==> config.mk <==
export PLATFORM = sky130hd
export DESIGN_NAME = fifo_rd_stream_adapter
export DESIGN_NICKNAME = d
export VERILOG_FILES = /design/src/rtl/fifo_pkg.sv /design/src/rtl/rdad_prefetch_buf.sv /design/src/rtl/fifo_rd_stream_adapter.sv
export SDC_FILE = /design/constraint.sdc
export NUM_CORES = 1
export LEC_CHECK = 0
export ABC_AREA = 1
export CORE_ASPECT_RATIO = 0.7
export CORE_UTILIZATION = 55
export CTS_BUF_LIST = sky130_fd_sc_hd__clkbuf_8
export DETAILED_ROUTE_END_ITERATION = 8
export PLACE_DENSITY_LB_ADDON = 0.1
export SETUP_SLACK_MARGIN = 0.3
export SLEW_MARGIN = 40
export SYNTH_ARGS = -nofsm -noshare
export SYNTH_HDL_FRONTEND = slang
export SYNTH_SLANG_ARGS = --single-unit
==> constraint.sdc <==
create_clock -name i_clk -period 6.6 [get_ports i_clk]
set_input_delay 1.32 -clock i_clk [delete_from_list [all_inputs] [get_ports i_clk]]
set_output_delay 1.32 -clock i_clk [all_outputs]
set_load 0.01 [all_outputs]
==> src/rtl/fifo_pkg.sv <==
// rtl/fifo_pkg.sv - shared constants and pointer helper for the FIFO read-side stream adapter
// Contents: FIFO_DATA_W (default word width), RDAD_BUF_DEPTH (prefetch entries),
//           RDAD_BEAT_W (packet beat counter width), rdad_ptr_t and rdad_ptr_inc().
package fifo_pkg;

    localparam int FIFO_DATA_W    = 32;
    localparam int RDAD_BUF_DEPTH = 3;
    localparam int RDAD_BEAT_W    = 16;

    // Two bits cover both the 0..2 ring pointers and the 0..3 occupancy.
    typedef logic [1:0] rdad_ptr_t;

    // Ring pointer advance, wrapping at RDAD_BUF_DEPTH.
    function automatic rdad_ptr_t rdad_ptr_inc(input rdad_ptr_t p);
        return (p == rdad_ptr_t'(RDAD_BUF_DEPTH - 1)) ? '0 : p + 2'd1;
    endfunction

endpackage

==> src/rtl/rdad_prefetch_buf.sv <==
// rtl/rdad_prefetch_buf.sv - 3-entry circular prefetch buffer with push/pop ports
// Ports: i_clk, i_rst (sync, active-high)
//        i_push, i_push_data  write a word at tail
//        i_pop                 retire the word at head
//        o_occ                 entries held (0..3)
//        o_head_data           word at head
module rdad_prefetch_buf
    import fifo_pkg::*;
#(
    parameter int DATA_W = FIFO_DATA_W
) (
    input  logic              i_clk,
    input  logic              i_rst,
    input  logic              i_push,
    input  logic [DATA_W-1:0] i_push_data,
    input  logic              i_pop,
    output rdad_ptr_t         o_occ,
    output logic [DATA_W-1:0] o_head_data
);

    logic [DATA_W-1:0] r_mem [RDAD_BUF_DEPTH];
    rdad_ptr_t         r_head;
    rdad_ptr_t         r_tail;
    rdad_ptr_t         r_occ;

    // Storage is cleared on reset so the head word reads as zero afterwards.
    always_ff @(posedge i_clk) begin
        if (i_rst) begin
            for (int i = 0; i < RDAD_BUF_DEPTH; i++) begin
                r_mem[i] <= '0;
            end
            r_head <= '0;
            r_tail <= '0;
            r_occ  <= '0;
        end else begin
            if (i_push) begin
                r_mem[r_tail] <= i_push_data;
                r_tail        <= rdad_ptr_inc(r_tail);
            end
            if (i_pop) begin
                r_head <= rdad_ptr_inc(r_head);
            end
            // Simultaneous push and pop leaves occupancy unchanged.
            case ({i_push, i_pop})
                2'b10:   r_occ <= r_occ + 2'd1;
                2'b01:   r_occ <= r_occ - 2'd1;
                default: r_occ <= r_occ;
            endcase
        end
    end

    assign o_occ       = r_occ;
    assign o_head_data = r_mem[r_head];

endmodule

==> src/rtl/fifo_rd_stream_adapter.sv <==
// rtl/fifo_rd_stream_adapter.sv - async FIFO read side to valid/ready stream with packet-end tagging
// Optional feature macro: RDAD_WORDCNT_EN (adds o_word_cnt and its counter)
// Ports: i_clk, i_rst (sync, active-high)
//        i_fifo_empty, o_fifo_rd, i_fifo_rdata  FIFO read side (data one cycle after the strobe)
//        o_valid, i_ready, o_data, o_last       output stream
//        o_word_cnt                              accepted-word count (RDAD_WORDCNT_EN only)
module fifo_rd_stream_adapter
    import fifo_pkg::*;
#(
    parameter int DATA_W  = FIFO_DATA_W,
    parameter int PKT_LEN = 8
`ifdef RDAD_WORDCNT_EN
    ,
    parameter int CNT_W   = 32
`endif
) (
    input  logic              i_clk,
    input  logic              i_rst,
    input  logic              i_fifo_empty,
    output logic              o_fifo_rd,
    input  logic [DATA_W-1:0] i_fifo_rdata,
    output logic              o_valid,
    input  logic              i_ready,
    output logic [DATA_W-1:0] o_data,
`ifdef RDAD_WORDCNT_EN
    output logic [CNT_W-1:0]  o_word_cnt,
`endif
    output logic              o_last
);

    rdad_ptr_t              w_occ;
    logic [2:0]             w_level;
    logic                   w_rd;
    logic                   w_pop;
    logic                   r_inflight;
    logic [RDAD_BEAT_W-1:0] r_beat_cnt;

    // Words already buffered plus the one arriving next cycle; reads stop
    // when these would fill the buffer, so no path from i_ready reaches o_fifo_rd.
    assign w_level   = {1'b0, w_occ} + {2'b00, r_inflight};
    assign w_rd      = !i_rst && !i_fifo_empty && (w_level < 3'(RDAD_BUF_DEPTH));
    assign o_fifo_rd = w_rd;

    assign o_valid = (w_occ != '0);
    assign w_pop   = o_valid && i_ready;
    assign o_last  = o_valid && (r_beat_cnt == RDAD_BEAT_W'(PKT_LEN - 1));

    always_ff @(posedge i_clk) begin
        if (i_rst) begin
            r_inflight <= 1'b0;
            r_beat_cnt <= '0;
        end else begin
            r_inflight <= w_rd;
            if (w_pop) begin
                r_beat_cnt <= o_last ? '0 : r_beat_cnt + 1'b1;
            end
        end
    end

    // FIFO read data is valid exactly when the previous cycle issued a read.
    rdad_prefetch_buf #(
        .DATA_W (DATA_W)
    ) u_buf (
        .i_clk       (i_clk),
        .i_rst       (i_rst),
        .i_push      (r_inflight),
        .i_push_data (i_fifo_rdata),
        .i_pop       (w_pop),
        .o_occ       (w_occ),
        .o_head_data (o_data)
    );

`ifdef RDAD_WORDCNT_EN
    logic [CNT_W-1:0] r_word_cnt;

    always_ff @(posedge i_clk) begin
        if (i_rst) begin
            r_word_cnt <= '0;
        end else if (w_pop) begin
            r_word_cnt <= r_word_cnt + CNT_W'(1);
        end
    end

    assign o_word_cnt = r_word_cnt;
`endif

endmodule

Word-level counts from Yosys, hierarchy flattened
Memories as Yosys holds them, arrays and structs flattened. A register that Yosys moved wholly into a read port is not among the register bits.
Index checks and enable logic that the tools add are counted.
{"block": "classes", "n_addsub": 6, "order_cmp": 1, "eq_ne": 5, "mux": 14, "reduce_logical": 9}
{"op": "32-bit two-way mux", "n": 1}
{"op": "32-bit OR reduction", "n": 1}
{"op": "16-bit by 1-bit adder with 16-bit output (second input constant)", "n": 1}
{"op": "16-bit by 3-bit == test with 1-bit output (second input constant)", "n": 1}
{"op": "16-bit two-way mux", "n": 1}
{"op": "2-bit two-way mux", "n": 5}
{"op": "2-bit by 1-bit adder with 2-bit output (second input constant)", "n": 3}
{"op": "2-bit == test (second input constant)", "n": 3}
{"op": "1-bit two-way mux", "n": 6}
{"op": "1-bit logical AND", "n": 4}
{"op": "2-bit case mux with 2 select lines", "n": 1}
{"op": "2-bit nonzero test", "n": 2}
{"op": "2-bit by 1-bit adder with 3-bit output", "n": 1}
{"op": "3-bit by 2-bit less-than comparator with 1-bit output (second input constant)", "n": 1}
{"op": "2-bit by 1-bit == test with 1-bit output (second input constant)", "n": 1}
{"op": "1-bit logical NOT", "n": 2}
{"op": "2-bit by 1-bit subtractor with 2-bit output (second input constant)", "n": 1}
{"block": "word_totals", "reg_bits": 23, "ramBits": 96, "n_memories": 1}
{"name": "u_buf.r_mem", "words": 3, "width": 32, "rd": 1, "rd_ports_with_merged_regs": 1, "write_ports": 3, "line_no": "rdad_prefetch_buf.sv:21", "source": "logic [DATA_W-1:0] r_mem [RDAD_BUF_DEPTH];"}

Longest topological paths before layout
{"block": "depth", "word_depth": 5, "depth_mapped": 10, "depth_no_buf": 10}

Hierarchy
Synthesis repeated with hierarchy kept, for this count alone.
{"block": "unflattened", "hier_cells": 635, "area_unflattened_um2": 6696.4}
{"module": "rdad_prefetch_buf", "instances": 1, "cells_per_inst": 489, "area_per_inst_um2": 5665.4, "seq_area_each_um2": 4003.8}
{"module": "fifo_rd_stream_adapter", "instances": 1, "cells_per_inst": 146, "area_per_inst_um2": 1031.0, "seq_area_each_um2": 340.3}

Least setup slack after synthesis
OpenSTA, ideal clock, no wires.
{"block": "synth_path", "kind": "input -> register", "start": "input port i_rst", "end": "memory u_buf.r_mem[3][0] in the netlist's numbering, enable pin", "arrival_time_ps": 4680, "setup_slack_ps": 1419, "path_stages": 2, "cell_sequence": "buf_2 nor4_1"}
{"item": "start: declaration", "line_no": "fifo_rd_stream_adapter.sv:18", "source": "input logic i_rst,"}
{"item": "end: declaration", "line_no": "rdad_prefetch_buf.sv:21"}

Worst setup path in the final report
{"block": "layout_path", "start": "input port i_rst", "end": "output port o_fifo_rd"}
{"block": "layout_via", "elab_chain_len": 3}
{"item": "1-bit logical NOT", "line_no": "fifo_rd_stream_adapter.sv:41", "source": "assign w_rd = !i_rst && !i_fifo_empty && (w_level < 3'(RDAD_BUF_DEPTH));"}
{"item": "1-bit logical AND (2 in a row)", "line_no": "fifo_rd_stream_adapter.sv:41"}
{"item": "end: declaration", "line_no": "fifo_rd_stream_adapter.sv:20", "source": "output logic o_fifo_rd,"}
Every way passes these cells.

==> results.json <==
{
  "status": "completed",
  "htreeDepth": 4,
  "final_util": 0.691,
  "crit_fanout": 20,
  "core_area_um2": 11300,
  "track_usage": 0.244,
  "die-area_um2": 12300,
  "synthSimpleGateAreaFrac": 0.165,
  "yosys-mux-area-fraction": 0,
  "report.final.slew_viol_count": 0,
  "fillers": 832,
  "arrival_ps": 3000,
  "viasPerCell": 5.51,
  "clk_pin_slew_ps": 70,
  "cp_slowest_stage_delay_ps": 620,
  "cp-end-kind": "primary output",
  "slew_headroom": 0.545,
  "fin_cells": 855,
  "synth_compound_area_frac": 0.101,
  "grt_pass1_vias": 4490,
  "ys_warn_count": 0,
  "diodes": 0,
  "area_growth_pct": 19.3,
  "drc_errors": 0,
  "clockBufferDepth": 2,
  "grt_max_degree": 66,
  "r2r-start": "r_inflight",
  "skew_ps": 14.5,
  "firstDrtPassIters": 6,
  "nets": 730,
  "die_w_um": 132,
  "finalSetupViolations": 0,
  "grt_overflow_total": 0,
  "yosysUniqueCellTypes": 30,
  "fin_setup_tns_ps": 0,
  "rr_worst_depth": 4,
  "synth_seq_cells": 153,
  "path_class": "input port to primary output",
  "total_leakage_power_nw": 2.99,
  "antenna_found_initial": 0,
  "dp_hpwl_um": 7950,
  "worst_slew_pin_slew_ps": 682,
  "maxCapViolCount": 0,
  "insertion_delay_ps": 440,
  "critical_path_required_ps": 5280,
  "cts_resized": 0,
  "min_from": "u_buf.r_head[1]",
  "fmax_mhz": 232,
  "drtAntennaViolNets": 0,
  "peakVddDrop_mv": 0.147,
  "routed_wl_um": 14200,
  "num_io_pins": 71,
  "cts_buffers": 17,
  "synth_seq_area_share": 0.667,
  "hold_viol_final": 0,
  "vias": 4711,
  "cts_root_buffer": "clkbuf_8",
  "fp-row-count": 32,
  "avgRoutedWirePerCell_um": 16.6,
  "rsz0062_at_grt": "no",
  "drive_above_1_share": 0.0855,
  "cts_setup_buffers": 0,
  "cp_common_cell": "clkdlybuf4s50_1",
  "timing.rr.end": "u_buf.r_mem[0][20]",
  "synth_area_per_cell_um2": 10.4,
  "synth_top_family_by_area": "simple AND/OR/NAND/NOR gates",
  "hold_buffers": 0,
  "hold_slack_ps": 499,
  "clock-sinks": 153,
  "place_congestion": 0.840,
  "netlist_instances": 628,
  "netlist_area_um2": 6510,
  "initial_core_util": 0.579,
  "synthAdderAreaFrac": 0.00768,
  "port_buffers": 70,
  "syn_nets": 668,
  "grt_pass1_wl_um": 22600,
  "cts_tree": "built",
  "start_kind": "input port",
  "synth_xor_area_frac": 0.00538,
  "drt_iter0_markers": 528,
  "min_period_ps": 4320,
  "dieHeight_um": 93.1,
  "power_mw": 2.20,
  "cp_slowest_cell": "clkdlybuf4s50_1",
  "cellPowerDensity_nw_per_um2": 284,
  "dp.cells": 824,
  "path_cells": "clkdlybuf4s50_1 > buf_4 > a2111oi_0 > clkdlybuf4s50_1",
  "hold_depth": 2,
  "post-route-period-util": 0.654,
  "min_path_type": "flip-flop to flip-flop",
  "r2r_setup_slack_ps": 4280
}
==> final cells by class <==
type | instances | area [µm²] | share of cell area
sequential | 153 | 4350 | 0.560
timing repair buffer | 73 | 723 | 0.0931
clock inverter | 14 | 156 | 0.0201
tap | 153 | 191 | 0.0246
clock buffer | 17 | 234 | 0.0301
inverter | 61 | 231 | 0.0298
multi-input combinational | 384 | 1880 | 0.243
==> cells in the final DEF (no fill, tap or decap), drive strengths merged <==
cell type and instances:
nor4 2, bufinv 3, nor2 196, nand3 16
ha 4, nor3 4, clkinv 8, a211oi 1
inv 63, o211a 1, a21oi 9, buf 3
nand2 35, clkdlybuf4s50 70, o31ai 2, clkinvlp 1
o22ai 32, clkbuf 17, xor2 4, or2 1
o21ai 73, a2111oi 2, nand4 2, edfxtp 128
dfxtp 25
==> flip-flops by register name (all words and copies together), names as in the netlist, named ones only <==
signal,count
r_beat_cnt,16
r_inflight,1
u_buf.o_occ,2
u_buf.r_head,2
u_buf.r_mem,128
u_buf.r_tail,2
==> per-stage QoR <==
stage	setup slack, ps	cell area (µm²)
after floorplan	1420	6510
after CTS	2290	7760
after detailed placement	2290	7370
final	2280	7770
after global routing	2140	7770
after global placement	2250	7340
==> logic make-up (layout without fill, tap and decap cells) <==
| kind of cell | Yosys count | after routing |
|---|---|---|
| flops | 153 | 153 |
| xor+xnor | 4 | 4 |
| simple gates | 256 | 256 |
| fa+ha+maj | 4 | 4 |
| buf+inv | 91 | 165 |
| compound gates | 120 | 120 |
==> Yosys cell counts <==
master	number	area, µm²
nor3_2	1	10.0
nand2_4	2	22.5
nand3_1	15	75.1
nor2_1	191	717
nand2_2	2	12.5
inv_2	6	22.5
nor2_8	1	20.0
a21oi_1	9	45.0
o22ai_1	32	200
dfxtp_1	25	500
edfxtp_1	128	3840
o31ai_1	2	15.0
buf_2	8	40.0
nand2_1	31	116
inv_1	55	206
ha_1	4	50.1
o21ai_1	2	10.0
nor2_4	2	22.5
nor2_2	2	12.5
nand3_4	1	17.5
a211oi_1	1	7.51
nor3_1	3	15.0
clkbuf_1	22	82.6
nand4_1	2	12.5
or2_2	1	6.26
a2111oi_0	2	17.5
xor2_1	4	35.0
o211a_1	1	10.0
nor4_1	2	12.5
o21ai_0	71	355
==> worst max path at each step <==
stage	from	to	cells after the start
floorplan	i_rst	u_buf.r_mem[3][0]	2
global placement	i_rst	u_buf.r_mem[0][25]	5
detailed placement	i_rst	o_fifo_rd	4
CTS	i_rst	o_fifo_rd	4
global route	i_rst	o_fifo_rd	4
finish	i_rst	o_fifo_rd	4
==> critical path, delay by kind of cell <==
| kind | cells | cell delay (ps) |
|---|---|---|
| AO/OA/AOI/OAI | 1 | 460 |
| buffers and inverters | 3 | 1220 |
==> where the power goes <==
| part | internal, mW | switching [mW] | total, mW | leakage [nW] |
|---|---|---|---|---|
| sequential | 1.09 | 0.0410 | 1.13 | 1.49 |
| clock | 0.368 | 0.349 | 0.717 | 0.204 |
| combinational | 0.168 | 0.191 | 0.360 | 1.30 |
==> per-layer routing <==
metal / share of wire / GRT usage
met5: 0 / 0
met4: 0.0061 / 0.0688
met3: 0.049 / 0.0580
met2: 0.47 / 0.385
met1: 0.48 / 0.341
(Power assumes the default switching activity.)
